$ cat src/rtl/epp_pkg.sv
// epp_pkg: shared FSM encodings, widths and helpers for epp_reg_bank (optional feature macro EPP_REG_BANK_AUTOINC_EN)
package epp_pkg;
    localparam int EPP_ADDR_W = 8;
    localparam int EPP_DATA_W = 8;
    localparam logic [EPP_DATA_W-1:0] EPP_UNMAPPED_RD = 8'h00;
    typedef enum logic [1:0] {
        EPP_REG_IDLE = 2'h0,
        EPP_REG_ACK  = 2'h1,
        EPP_REG_DONE = 2'h2
    } epp_reg_state_e;
    function automatic int idx_w(input int n);
        return n > 1 ? $clog2(n) : 1;
    endfunction
endpackage

$ cat src/rtl/epp_reg_bank_if.sv
// epp_reg_bank_if: REGS_* request/acknowledge bus between the EPP slave (master) and the register bank (slave)
interface epp_reg_bank_if;
    import epp_pkg::*;
    logic                  REGS_WRITE_REQ_IN;
    logic                  REGS_READ_REQ_IN;
    logic                  REGS_ADDR_SEL_IN;
    logic                  REGS_DATA_SEL_IN;
    logic [EPP_DATA_W-1:0] REGS_WRITE_DATA_IN;
    logic                  REGS_WRITE_ACK_OUT;
    logic                  REGS_READ_ACK_OUT;
    logic [EPP_DATA_W-1:0] REGS_READ_DATA_OUT;
    modport master (
        output REGS_WRITE_REQ_IN, REGS_READ_REQ_IN, REGS_ADDR_SEL_IN, REGS_DATA_SEL_IN, REGS_WRITE_DATA_IN,
        input  REGS_WRITE_ACK_OUT, REGS_READ_ACK_OUT, REGS_READ_DATA_OUT
    );
    modport slave (
        input  REGS_WRITE_REQ_IN, REGS_READ_REQ_IN, REGS_ADDR_SEL_IN, REGS_DATA_SEL_IN, REGS_WRITE_DATA_IN,
        output REGS_WRITE_ACK_OUT, REGS_READ_ACK_OUT, REGS_READ_DATA_OUT
    );
endinterface

$ cat src/rtl/epp_reg_decode.sv
// epp_reg_decode: combinational split of the EPP address into R/W hit, RO hit and per-bank indices
module epp_reg_decode
    import epp_pkg::*;
#(
    parameter int NUM_RW_REGS = 8,
    parameter int NUM_RO_REGS = 8,
    parameter int RW_IW       = 3,
    parameter int RO_IW       = 3
) (
    input  logic [EPP_ADDR_W-1:0] addr,
    output logic                  rw_hit,
    output logic                  ro_hit,
    output logic [RW_IW-1:0]      rw_idx,
    output logic [RO_IW-1:0]      ro_idx
);
    // R/W bank sits at the bottom of the map, RO bank directly above it
    always_comb begin
        rw_hit = int'(addr) < NUM_RW_REGS;
        ro_hit = !rw_hit && int'(addr) < NUM_RW_REGS + NUM_RO_REGS;
        rw_idx = RW_IW'(addr);
        ro_idx = RO_IW'(addr - EPP_ADDR_W'(NUM_RW_REGS));
    end
endmodule

$ cat src/rtl/epp_reg_bank.sv
// epp_reg_bank: EPP address register plus R/W control and RO status bytes behind the REGS_* handshake; EPP_REG_BANK_AUTOINC_EN enables address auto-increment
module epp_reg_bank
    import epp_pkg::*;
#(
    parameter int                    NUM_RW_REGS  = 8,
    parameter int                    NUM_RO_REGS  = 8,
    parameter logic [EPP_DATA_W-1:0] RW_RESET_VAL = 8'h00
) (
    input  logic                     CLK,
    input  logic                     RST_SYNC_N,
    input  logic                     EN,
    epp_reg_bank_if.slave            regs,
    output logic [8*NUM_RW_REGS-1:0] RW_REGS_OUT,
    input  logic [8*NUM_RO_REGS-1:0] RO_REGS_IN,
    output logic [NUM_RW_REGS-1:0]   WR_STB_OUT
);
    localparam int RW_IW = idx_w(NUM_RW_REGS);
    localparam int RO_IW = idx_w(NUM_RO_REGS);
`ifdef EPP_REG_BANK_AUTOINC_EN
    localparam bit AUTOINC = 1'b1;
`else
    localparam bit AUTOINC = 1'b0;
`endif

    epp_reg_state_e                          state_q, state_d;
    logic [EPP_ADDR_W-1:0]                   addr_q, addr_d;
    logic [EPP_DATA_W-1:0]                   rdata_q, rdata_d, data_rd;
    logic [NUM_RW_REGS-1:0][EPP_DATA_W-1:0]  rw_q, rw_d;
    logic [NUM_RO_REGS-1:0][EPP_DATA_W-1:0]  ro;
    logic [NUM_RW_REGS-1:0]                  stb_q, stb_d;
    logic                                    wack_q, wack_d, rack_q, rack_d;
    logic                                    rw_hit, ro_hit, any_req, is_rd, data_tgt;
    logic [RW_IW-1:0]                        rw_idx;
    logic [RO_IW-1:0]                        ro_idx;

    epp_reg_decode #(
        .NUM_RW_REGS(NUM_RW_REGS),
        .NUM_RO_REGS(NUM_RO_REGS),
        .RW_IW      (RW_IW),
        .RO_IW      (RO_IW)
    ) u_decode (
        .addr  (addr_q),
        .rw_hit(rw_hit),
        .ro_hit(ro_hit),
        .rw_idx(rw_idx),
        .ro_idx(ro_idx)
    );

    assign ro       = RO_REGS_IN;
    assign any_req  = regs.REGS_WRITE_REQ_IN | regs.REGS_READ_REQ_IN;
    assign is_rd    = regs.REGS_READ_REQ_IN;
    assign data_tgt = regs.REGS_DATA_SEL_IN & ~regs.REGS_ADDR_SEL_IN;
    assign data_rd  = rw_hit ? rw_q[rw_idx] : ro_hit ? ro[ro_idx] : EPP_UNMAPPED_RD;

    // Handshake next-state: accept in IDLE, drop ack in ACK, wait for requests to clear in DONE
    always_comb begin
        state_d = state_q;
        addr_d  = addr_q;
        rw_d    = rw_q;
        rdata_d = rdata_q;
        stb_d   = stb_q;
        wack_d  = wack_q;
        rack_d  = rack_q;
        if (EN) begin
            stb_d  = '0;
            wack_d = 1'b0;
            rack_d = 1'b0;
            case (state_q)
                EPP_REG_IDLE: if (any_req) begin
                    state_d = EPP_REG_ACK;
                    rack_d  = is_rd;
                    wack_d  = !is_rd;
                    if (AUTOINC && data_tgt) addr_d = addr_q + 8'd1;
                    if (is_rd) rdata_d = regs.REGS_ADDR_SEL_IN ? addr_q : data_tgt ? data_rd : EPP_UNMAPPED_RD;
                    else if (regs.REGS_ADDR_SEL_IN) addr_d = regs.REGS_WRITE_DATA_IN;
                    else if (data_tgt && rw_hit) begin
                        rw_d[rw_idx]  = regs.REGS_WRITE_DATA_IN;
                        stb_d[rw_idx] = 1'b1;
                    end
                end
                EPP_REG_ACK: state_d = EPP_REG_DONE;
                default: if (!any_req) state_d = EPP_REG_IDLE;
            endcase
        end
    end

    // State and registered outputs, synchronous active-low reset
    always_ff @(posedge CLK) begin
        if (!RST_SYNC_N) begin
            state_q <= EPP_REG_IDLE;
            addr_q  <= '0;
            rw_q    <= {NUM_RW_REGS{RW_RESET_VAL}};
            rdata_q <= '0;
            stb_q   <= '0;
            wack_q  <= 1'b0;
            rack_q  <= 1'b0;
        end else begin
            state_q <= state_d;
            addr_q  <= addr_d;
            rw_q    <= rw_d;
            rdata_q <= rdata_d;
            stb_q   <= stb_d;
            wack_q  <= wack_d;
            rack_q  <= rack_d;
        end
    end

    assign regs.REGS_WRITE_ACK_OUT = wack_q;
    assign regs.REGS_READ_ACK_OUT  = rack_q;
    assign regs.REGS_READ_DATA_OUT = rdata_q;
    assign RW_REGS_OUT             = rw_q;
    assign WR_STB_OUT              = stb_q;
endmodule

$ cat src/flat_wrapper.sv
// flat-port wrapper written by rule: the top's interface ports become plain ports
module epp_reg_bank_flat import epp_pkg::*;
#(
    parameter int                    NUM_RW_REGS  = 8,
    parameter int                    NUM_RO_REGS  = 8,
    parameter logic [EPP_DATA_W-1:0] RW_RESET_VAL = 8'h00
)
  (CLK, RST_SYNC_N, EN, RW_REGS_OUT, RO_REGS_IN, WR_STB_OUT, regs_REGS_WRITE_REQ_IN, regs_REGS_READ_REQ_IN, regs_REGS_ADDR_SEL_IN, regs_REGS_DATA_SEL_IN, regs_REGS_WRITE_DATA_IN, regs_REGS_WRITE_ACK_OUT, regs_REGS_READ_ACK_OUT, regs_REGS_READ_DATA_OUT);
  epp_reg_bank_if regs_i ();
  input  logic CLK;
  input  logic RST_SYNC_N;
  input  logic EN;
  output logic [8*NUM_RW_REGS-1:0] RW_REGS_OUT;
  input  logic [8*NUM_RO_REGS-1:0] RO_REGS_IN;
  output logic [NUM_RW_REGS-1:0] WR_STB_OUT;
  input wire logic [$bits(regs_i.REGS_WRITE_REQ_IN)-1:0] regs_REGS_WRITE_REQ_IN;
  input wire logic [$bits(regs_i.REGS_READ_REQ_IN)-1:0] regs_REGS_READ_REQ_IN;
  input wire logic [$bits(regs_i.REGS_ADDR_SEL_IN)-1:0] regs_REGS_ADDR_SEL_IN;
  input wire logic [$bits(regs_i.REGS_DATA_SEL_IN)-1:0] regs_REGS_DATA_SEL_IN;
  input wire logic [$bits(regs_i.REGS_WRITE_DATA_IN)-1:0] regs_REGS_WRITE_DATA_IN;
  output wire logic [$bits(regs_i.REGS_WRITE_ACK_OUT)-1:0] regs_REGS_WRITE_ACK_OUT;
  output wire logic [$bits(regs_i.REGS_READ_ACK_OUT)-1:0] regs_REGS_READ_ACK_OUT;
  output wire logic [$bits(regs_i.REGS_READ_DATA_OUT)-1:0] regs_REGS_READ_DATA_OUT;
  assign regs_i.REGS_WRITE_REQ_IN = regs_REGS_WRITE_REQ_IN;
  assign regs_i.REGS_READ_REQ_IN = regs_REGS_READ_REQ_IN;
  assign regs_i.REGS_ADDR_SEL_IN = regs_REGS_ADDR_SEL_IN;
  assign regs_i.REGS_DATA_SEL_IN = regs_REGS_DATA_SEL_IN;
  assign regs_i.REGS_WRITE_DATA_IN = regs_REGS_WRITE_DATA_IN;
  assign regs_REGS_WRITE_ACK_OUT = regs_i.REGS_WRITE_ACK_OUT;
  assign regs_REGS_READ_ACK_OUT = regs_i.REGS_READ_ACK_OUT;
  assign regs_REGS_READ_DATA_OUT = regs_i.REGS_READ_DATA_OUT;
  epp_reg_bank #(.NUM_RW_REGS(NUM_RW_REGS), .NUM_RO_REGS(NUM_RO_REGS), .RW_RESET_VAL(RW_RESET_VAL)) u_core (.CLK(CLK), .RST_SYNC_N(RST_SYNC_N), .EN(EN), .regs(regs_i), .RW_REGS_OUT(RW_REGS_OUT), .RO_REGS_IN(RO_REGS_IN), .WR_STB_OUT(WR_STB_OUT));
endmodule
$ cat config.mk
export PLATFORM = sky130hd
export DESIGN_NAME = epp_reg_bank_flat
export DESIGN_NICKNAME = d
export VERILOG_FILES = /design/src/rtl/epp_pkg.sv /design/src/rtl/epp_reg_bank_if.sv /design/src/rtl/epp_reg_decode.sv /design/src/rtl/epp_reg_bank.sv /design/src/flat_wrapper.sv
export SDC_FILE = /design/constraint.sdc
export NUM_CORES = 1
export LEC_CHECK = 0
export ABC_CLOCK_PERIOD_IN_PS = 2200
export CAP_MARGIN = 10
export CORE_ASPECT_RATIO = 2
export CORE_MARGIN = 8
export CORE_UTILIZATION = 42
export CTS_BUF_LIST = sky130_fd_sc_hd__clkbuf_16
export DETAILED_ROUTE_END_ITERATION = 10
export GPL_TIMING_DRIVEN = 0
export PLACE_DENSITY_LB_ADDON = 0.25
export SLEW_MARGIN = 20
export SYNTH_ARGS = -nofsm -noshare
export SYNTH_HDL_FRONTEND = slang
export SYNTH_SLANG_ARGS = --single-unit
$ cat constraint.sdc
create_clock -name CLK -period 2.2 [get_ports CLK]
set_input_delay 0.55 -clock CLK [delete_from_list [all_inputs] [get_ports CLK]]
set_output_delay 0.55 -clock CLK [all_outputs]
set_load 0.1 [all_outputs]
==> results of run 1 <==
-- tightest hold or removal path, delay by kind of cell (launching register included) --
kind             cells  cell delay [ps]
AO/OA/AOI/OAI        1               60
flip-flops           1              310
AND/OR/NAND/NOR      1               60
-- final cells by class --
class	count	area, um2	area share (%)
Multi-Input combinational cell	361	2780	40.0
Sequential cell	92	1840	26.5
Timing Repair Buffer	157	1450	20.8
Buffer	46	340	4.90
Clock buffer	9	225	3.24
Tap cell	142	178	2.56
Clock inverter	7	115	1.66
Inverter	5	18.8	0.270
-- state kept, by name, summed over array words and instances (netlist names) --
register and flops:
u_core.state_q 2, u_core.RW_REGS_OUT 64, u_core.regs.REGS_WRITE_ACK_OUT 1, u_core.regs.REGS_READ_ACK_OUT 1
u_core.addr_q 8, u_core.regs.REGS_READ_DATA_OUT 8, u_core.WR_STB_OUT 8
-- per-stage QoR --
| stage | worst slack [ps] | hold WS (ps) |
|---|---|---|
| finish | 17.8 | 477 |
| global route | 0.833 | 498 |
| CTS | 4.44 | 475 |
| detailed placement | -825 | 466 |
| global placement | -750 | 464 |
| floorplan | 70.1 | 454 |
-- how the worst min path moves through the flow --
stage,startpoint,end,slack (ps),depth (start not counted)
6_report,u_core.WR_STB_OUT[6],u_core.WR_STB_OUT[6],480,2
5_1_grt,regs_REGS_WRITE_DATA_IN[7],u_core.RW_REGS_OUT[31],500,3
4_1_cts,u_core.WR_STB_OUT[6],u_core.WR_STB_OUT[6],470,2
3_5_place_dp,u_core.WR_STB_OUT[6],u_core.WR_STB_OUT[6],470,2
3_3_place_gp,u_core.RW_REGS_OUT[28],u_core.RW_REGS_OUT[28],460,2
2_1_floorplan,u_core.state_q[0],u_core.state_q[0],450,2
-- kinds of logic (layout without fill, tap and decap cells) --
group,count (synthesis),after routing,synth area share (%)
and+or+nand+nor,162,163,19.1
buffers and inverters,51,224,6.32
AOI/OAI and AO/OA,104,104,14.8
DFF,92,92,37.8
muxes,94,94,21.9
-- metal layers --
metal / vias up / GRT usage (%) / wire [um]
met4: 0 / 14.1 / 1010
met3: 63 / 5.03 / 1380
met1: 2258 / 26.3 / 7270
li1: 2150 / - / -
met2: 249 / 46.1 / 10400
met5: - / 0 / 0
-- timing repair --
item                       CTS  global route
setup endpoints to repair  167            25
hold buffers                 0             0
gates resized for setup    107            12
pin swaps                    1             3
setup buffers                2             4
gates cloned                 1             1
-- power groups by stage --
stage	sequential [mW]	clock, mW	combinational (mW)
final	1.70	1.79	0.549
after floorplan	1.83	0	0.202
after global routing	1.70	1.86	0.576
after CTS	1.70	1.79	0.533
after global placement	1.73	0	0.525
after detailed placement	1.73	0	0.528
-- synthesized netlist by cell type (2+ instances only) --
library cell / count
a21boi_0: 24
a221oi_1: 4
buf_6: 9
or3_1: 3
o32ai_1: 2
a2bb2oi_1: 2
inv_1: 4
o22ai_1: 12
a2111oi_0: 3
nand2b_1: 13
nand3b_1: 3
mux2i_1: 73
a21oi_1: 18
nor2b_1: 62
clkbuf_1: 14
o21a_1: 3
buf_4: 2
mux2_2: 12
nor4_1: 2
o221ai_1: 6
buf_2: 20
nand3_1: 11
nor3_1: 4
nand4_1: 3
or4_1: 2
o21ai_0: 14
nor2_1: 9
mux4_2: 9
a31oi_1: 2
dfxtp_1: 92
a211oi_1: 5
nand2_1: 40
==> reports/qor.txt, run 1 <==
vias per inst -> 5.76
status -> completed
clock root buffer -> clkbuf_16
flop-to-flop setup slack -> 80 ps
final core utilization -> 61.6%
Num Clock Sinks -> 92
R2R depth -> 6
fillers -> 1064
Avg WL per Cell -> 24.6 um
I/O pin count -> 161
r2r endpoint -> u_core.RW_REGS_OUT[1]
layout cells sized above 1 -> 13.7%
WP buf/inv -> 1
FF-to-FF Start -> u_core.addr_q[7]
final period demand of the worst path -> 2180 ps
ys async rst share -> 0%
Mapped Area -> 0.00487 mm2
setup tns final -> 0 ps
Post-Route WL -> 20.1 mm
Net Switching -> 989 uW
first-pass GRT wire length -> 30.0 mm
Overflow after GRT -> 0
core footprint -> 0.0113 mm2
area leader, netlist -> dfxtp_1
Pre-antenna DRT Iters -> 8
Die ar. -> 0.0155 mm2
area of placed instances -> 0.00655 mm2
synth unique cells -> 53
fin cells -> 819
mean post-synth cell area -> 9.68 um2
Int Pwr -> 3.04 mW
leak pwr -> 2.98 nW
clock latency on the worst-skew pair -> 340 ps
Area growth, synth to finish -> 42.7%
Max IR drop VDD -> 0.455 mV
largest net degree at the start of global routing -> 16
final-report hold violation count -> 0
# diodes -> 0
syn nets -> 582
routability cong. -> 0.926
via count -> 4720
Synth warnings -> 0
Syn Inst Count -> 503
origin of the worst setup path -> u_core.RW_REGS_OUT[25]
Seq pwr share -> 42.1%
cell row count -> 55
count of state elements after synthesis -> 92
logic gate share of total power -> 13.6%
vias in the first global route -> 4935
Pwr Total -> 4.03 mW
All-Layer GR Usage -> 25.4%
crit share post-route -> 99.2%
register area share after synthesis -> 37.8%
max cap viols -> 0
chip width -> 92.1 um
Die Ht -> 168 um
Power Density -> 580 mW/mm2
top-area cell type share of the netlist area -> 37.8%
Post-synth top flop -> dfxtp_1
CTS Buf Count -> 9
fin area -> 0.00695 mm2
Iter 0 DRT Violations -> 393
most frequent cells in the layout -> dfxtp_1 (91), dlygate4sd2_1 (83), mux2i_1 (73), clkdlybuf4s50_1 (67), nor2b_1 (62)
final setup fails -> 0
post-route ant nets -> 0
fmax -> 458 MHz
CTS tree -> built
Clock transition at path regs -> 70 ps
Slew Limit Fails -> 0
critical path depth -> 1
CP max stage delay -> 880 ps
critical path class -> register to output port
Largest delay share family, worst path -> buffers and inverters
CTS max path bufs -> 2
CP max stage cell -> dlygate4sd2_1
Placed Cells -> 795
final net count -> 751
Cell Chain, Critical Path -> dlygate4sd2_1
Min-Delay Path Class -> register to register
antenna violations before repair -> 0
clock power share -> 44.3%
CP Data Arrival Time -> 1630 ps
Port Buffer Count -> 150
initial core utilization -> 43.1%
critical path launch point type -> register
Clock Skew -> 6.52 ps
Slew @ Worst Pin -> 1010 ps
RSZ-0062 raised after global routing -> false
Critical Path Fanout Max -> 3
critical path endpoint category -> output port
CP required -> 1650 ps
sw frac -> 24.5%
commonest non-fill, non-tap cell in the layout -> dfxtp_1
max_slew headroom -> 32.9%
Area contributors post-synth -> dfxtp_1 (38%), mux2i_1 (15%), nor2b_1 (8.0%), mux4_2 (4.2%), a21boi_0 (3.7%)
number of synthesized flops with an enable pin -> 0
H-tree level count -> 3
crit path to -> RW_REGS_OUT[25]
DRC violations left -> 0
DP Wirelength -> 15.1 mm
(Power assumes the default switching activity.)
==> run 2: changes to the inputs <==
Settings changed: ABC_AREA set to 0.
==> results of run 2 <==
Same layout as run 1: the final DEF is identical, and so are final timing and power.
==> run 3: changes to the inputs <==
Settings changed: ABC_CLOCK_PERIOD_IN_PS 2200 to 2700, CORE_UTILIZATION 42 to 45.
Clock period 2.2 ns to 2.7 ns, I/O delays scaled along.
==> reports/qor.txt, run 3 (synthesis results as in run 1) <==
Pre-antenna DRT Iters -> 5 (-3)
WP buf/inv -> 1 (unchanged)
max_slew headroom -> 32.5% (-0.46 points)
first-pass GRT wire length -> 27.9 mm (-6.8%)
CTS max path bufs -> 2 (unchanged)
CP required -> 2030 ps (+380 ps)
setup tns final -> 0 ps (unchanged)
final net count -> 743 (-1.1%)
Avg WL per Cell -> 23.7 um (-3.5%)
initial core utilization -> 45.3% (+2.2 points)
Clock Skew -> 5.49 ps (-1.03 ps)
final hold slack -> 477 ps (-0.117 ps)
H-tree level count -> 3 (unchanged)
Port Buffer Count -> 150 (unchanged)
commonest non-fill, non-tap cell in the layout -> clkdlybuf4s50_1
status -> completed
critical path class -> register to output port
# diodes -> 0 (unchanged)
RSZ-0062 raised after global routing -> false
Overflow after GRT -> 0 (unchanged)
max cap viols -> 0 (unchanged)
I/O pin count -> 161 (unchanged)
antenna violations before repair -> 0 (unchanged)
met1 WL -> 7.26 mm (-0.16%)
origin of the worst setup path -> u_core.RW_REGS_OUT[52]
CP Data Arrival Time -> 1960 ps (+330 ps)
All-Layer GR Usage -> 26.2% (+0.72 points)
Slew @ Worst Pin -> 1010 ps (-0.288 ps)
post-route ant nets -> 0 (unchanged)
Largest delay share family, worst path -> buffers and inverters
via count -> 4778 (+1.2%)
CP max stage delay -> 1180 ps (+300 ps)
critical path launch point type -> register
leak pwr -> 2.55 nW (-15%)
r2r endpoint -> u_core.regs.REGS_READ_DATA_OUT[7]
Slew Limit Fails -> 0 (unchanged)
largest net degree at the start of global routing -> 16 (unchanged)
Max IR drop VDD -> 0.380 mV (-17%)
CTS tree -> built
CTS Buf Count -> 9 (unchanged)
hold buffers post-CTS -> 0 (unchanged)
crit path to -> RW_REGS_OUT[52]
Num Clock Sinks -> 92 (unchanged)
top sig layer -> met4
vias per inst -> 5.91 (+2.5%)
DP Wirelength -> 14.1 mm (-6.5%)
core footprint -> 0.0107 mm2 (-4.8%)
fmax -> 380 MHz
final-report hold violation count -> 0 (unchanged)
clock latency on the worst-skew pair -> 350 ps (about the same)
Area growth, synth to finish -> 40.7%
clock root buffer -> clkbuf_16
cell row count -> 54 (-1.8%)
flop-to-flop setup slack -> 180 ps (+100 ps)
Clock transition at path regs -> 70 ps (about the same)
CP max stage cell -> clkdlybuf4s50_1
R2R depth -> 7 (+1)
most frequent cells in the layout -> clkdlybuf4s50_1 (148), dfxtp_1 (92), mux2i_1 (73), nor2b_1 (62), nand2_1 (40)
Critical Path Fanout Max -> 3 (unchanged)
Min-Delay Path Class -> register to register
DRC violations left -> 0 (unchanged)
Cell Chain, Critical Path -> clkdlybuf4s50_1
critical path endpoint category -> output port
max reg flops -> 64 (unchanged)
Placed Cells -> 793 (-0.25%)
vias in the first global route -> 4752 (-3.7%)
critical path depth -> 1 (unchanged)
chip width -> 89.6 um (-2.8%)
final setup fails -> 0 (unchanged)
Die ar. -> 0.0146 mm2 (-5.8%)
layout cells sized above 1 -> 11.5% (-2.2 points)
FF-to-FF Start -> u_core.addr_q[0]
Iter 0 DRT Violations -> 443 (+13%)
crit share post-route -> 97.5%
Power Density -> 436 mW/mm2 (-25%)
final period demand of the worst path -> 2630 ps
routability cong. -> 0.975 (+5.3%)
fin cells -> 809 (-1.2%)
routed wl met2 -> 8.91 mm (-15%)
met3 wire len -> 2.01 mm (+45%)
Die Ht -> 163 um (-3.1%)
Post-Route WL -> 19.2 mm (-4.6%)
run 3: changes by cell type in the layout (fill, tap and decap cells not counted), moves of 2 or more:
cell / change
dlygate4sd2_1: -83
clkdlybuf4s50_1: +81
buf_4: -14
buf_2: +11
bufinv_16: -3
clkbuf_4: -3
buf_6: -2
clkinv_2: +2
dlymetal6s2s_1: +2
nand2b_1: +2
nand2b_2: -2
run 3: area by class of cell:
| type | instances | area, um2 |
|---|---|---|
| clock buffer | 9 | 225 |
| timing repair buffer | 151 | 1510 |
| multi-input combinational | 360 | 2740 |
| buffer | 45 | 292 |
| clock inverter | 7 | 43.8 |
| fill | 917 | 3890 |
| sequential | 92 | 1840 |
| tap | 140 | 175 |
| inverter | 5 | 18.8 |
run 3: how the worst min path moves through the flow:
| stage | from | to | slack (ps) | cells past startpoint |
|---|---|---|---|---|
| 2_1_floorplan | u_core.state_q[0] | u_core.state_q[0] | 450 | 2 |
| 3_3_place_gp | u_core.WR_STB_OUT[6] | u_core.WR_STB_OUT[6] | 460 | 2 |
| 3_5_place_dp | u_core.WR_STB_OUT[6] | u_core.WR_STB_OUT[6] | 470 | 2 |
| 4_1_cts | u_core.WR_STB_OUT[6] | u_core.WR_STB_OUT[6] | 480 | 2 |
| 5_1_grt | u_core.WR_STB_OUT[6] | u_core.WR_STB_OUT[6] | 500 | 2 |
| 6_report | u_core.WR_STB_OUT[6] | u_core.WR_STB_OUT[6] | 480 | 2 |
run 3: repair_timing:
action,CTS,global route
setup buffers,0,1
resized for setup,1,8
pin swaps,0,1
endpoints found under the hold margin,0,0
endpoints found under the setup margin,24,32
run 3: per-stage QoR:
stage	utilization, %	setup slack, ps	instance area, um2	power (mW)
floorplan	-	445	4870	1.65
global placement	60.9	-360	6550	1.84
detailed placement	60.9	-426	6550	1.84
CTS	63.5	23.2	6820	2.99
global route	63.8	5.18	6850	3.07
finish	63.8	67.6	6850	2.99
run 3: report_power, final:
group	leakage [nW]	total [mW]	switching [mW]	internal [mW]
Sequential	0.743	1.38	0.0121	1.37
Combinational	1.67	0.440	0.239	0.201
Clock	0.138	1.17	0.546	0.621
Total	2.55	2.99	0.797	2.19
run 3: per-layer routing:
| layer | global-route usage (%) | vias to the layer above |
|---|---|---|
| met3 | 7.36 | 70 |
| met5 | 0 | - |
| li1 | - | 2129 |
| met1 | 30.1 | 2262 |
| met2 | 41.8 | 317 |
| met4 | 14.6 | 0 |
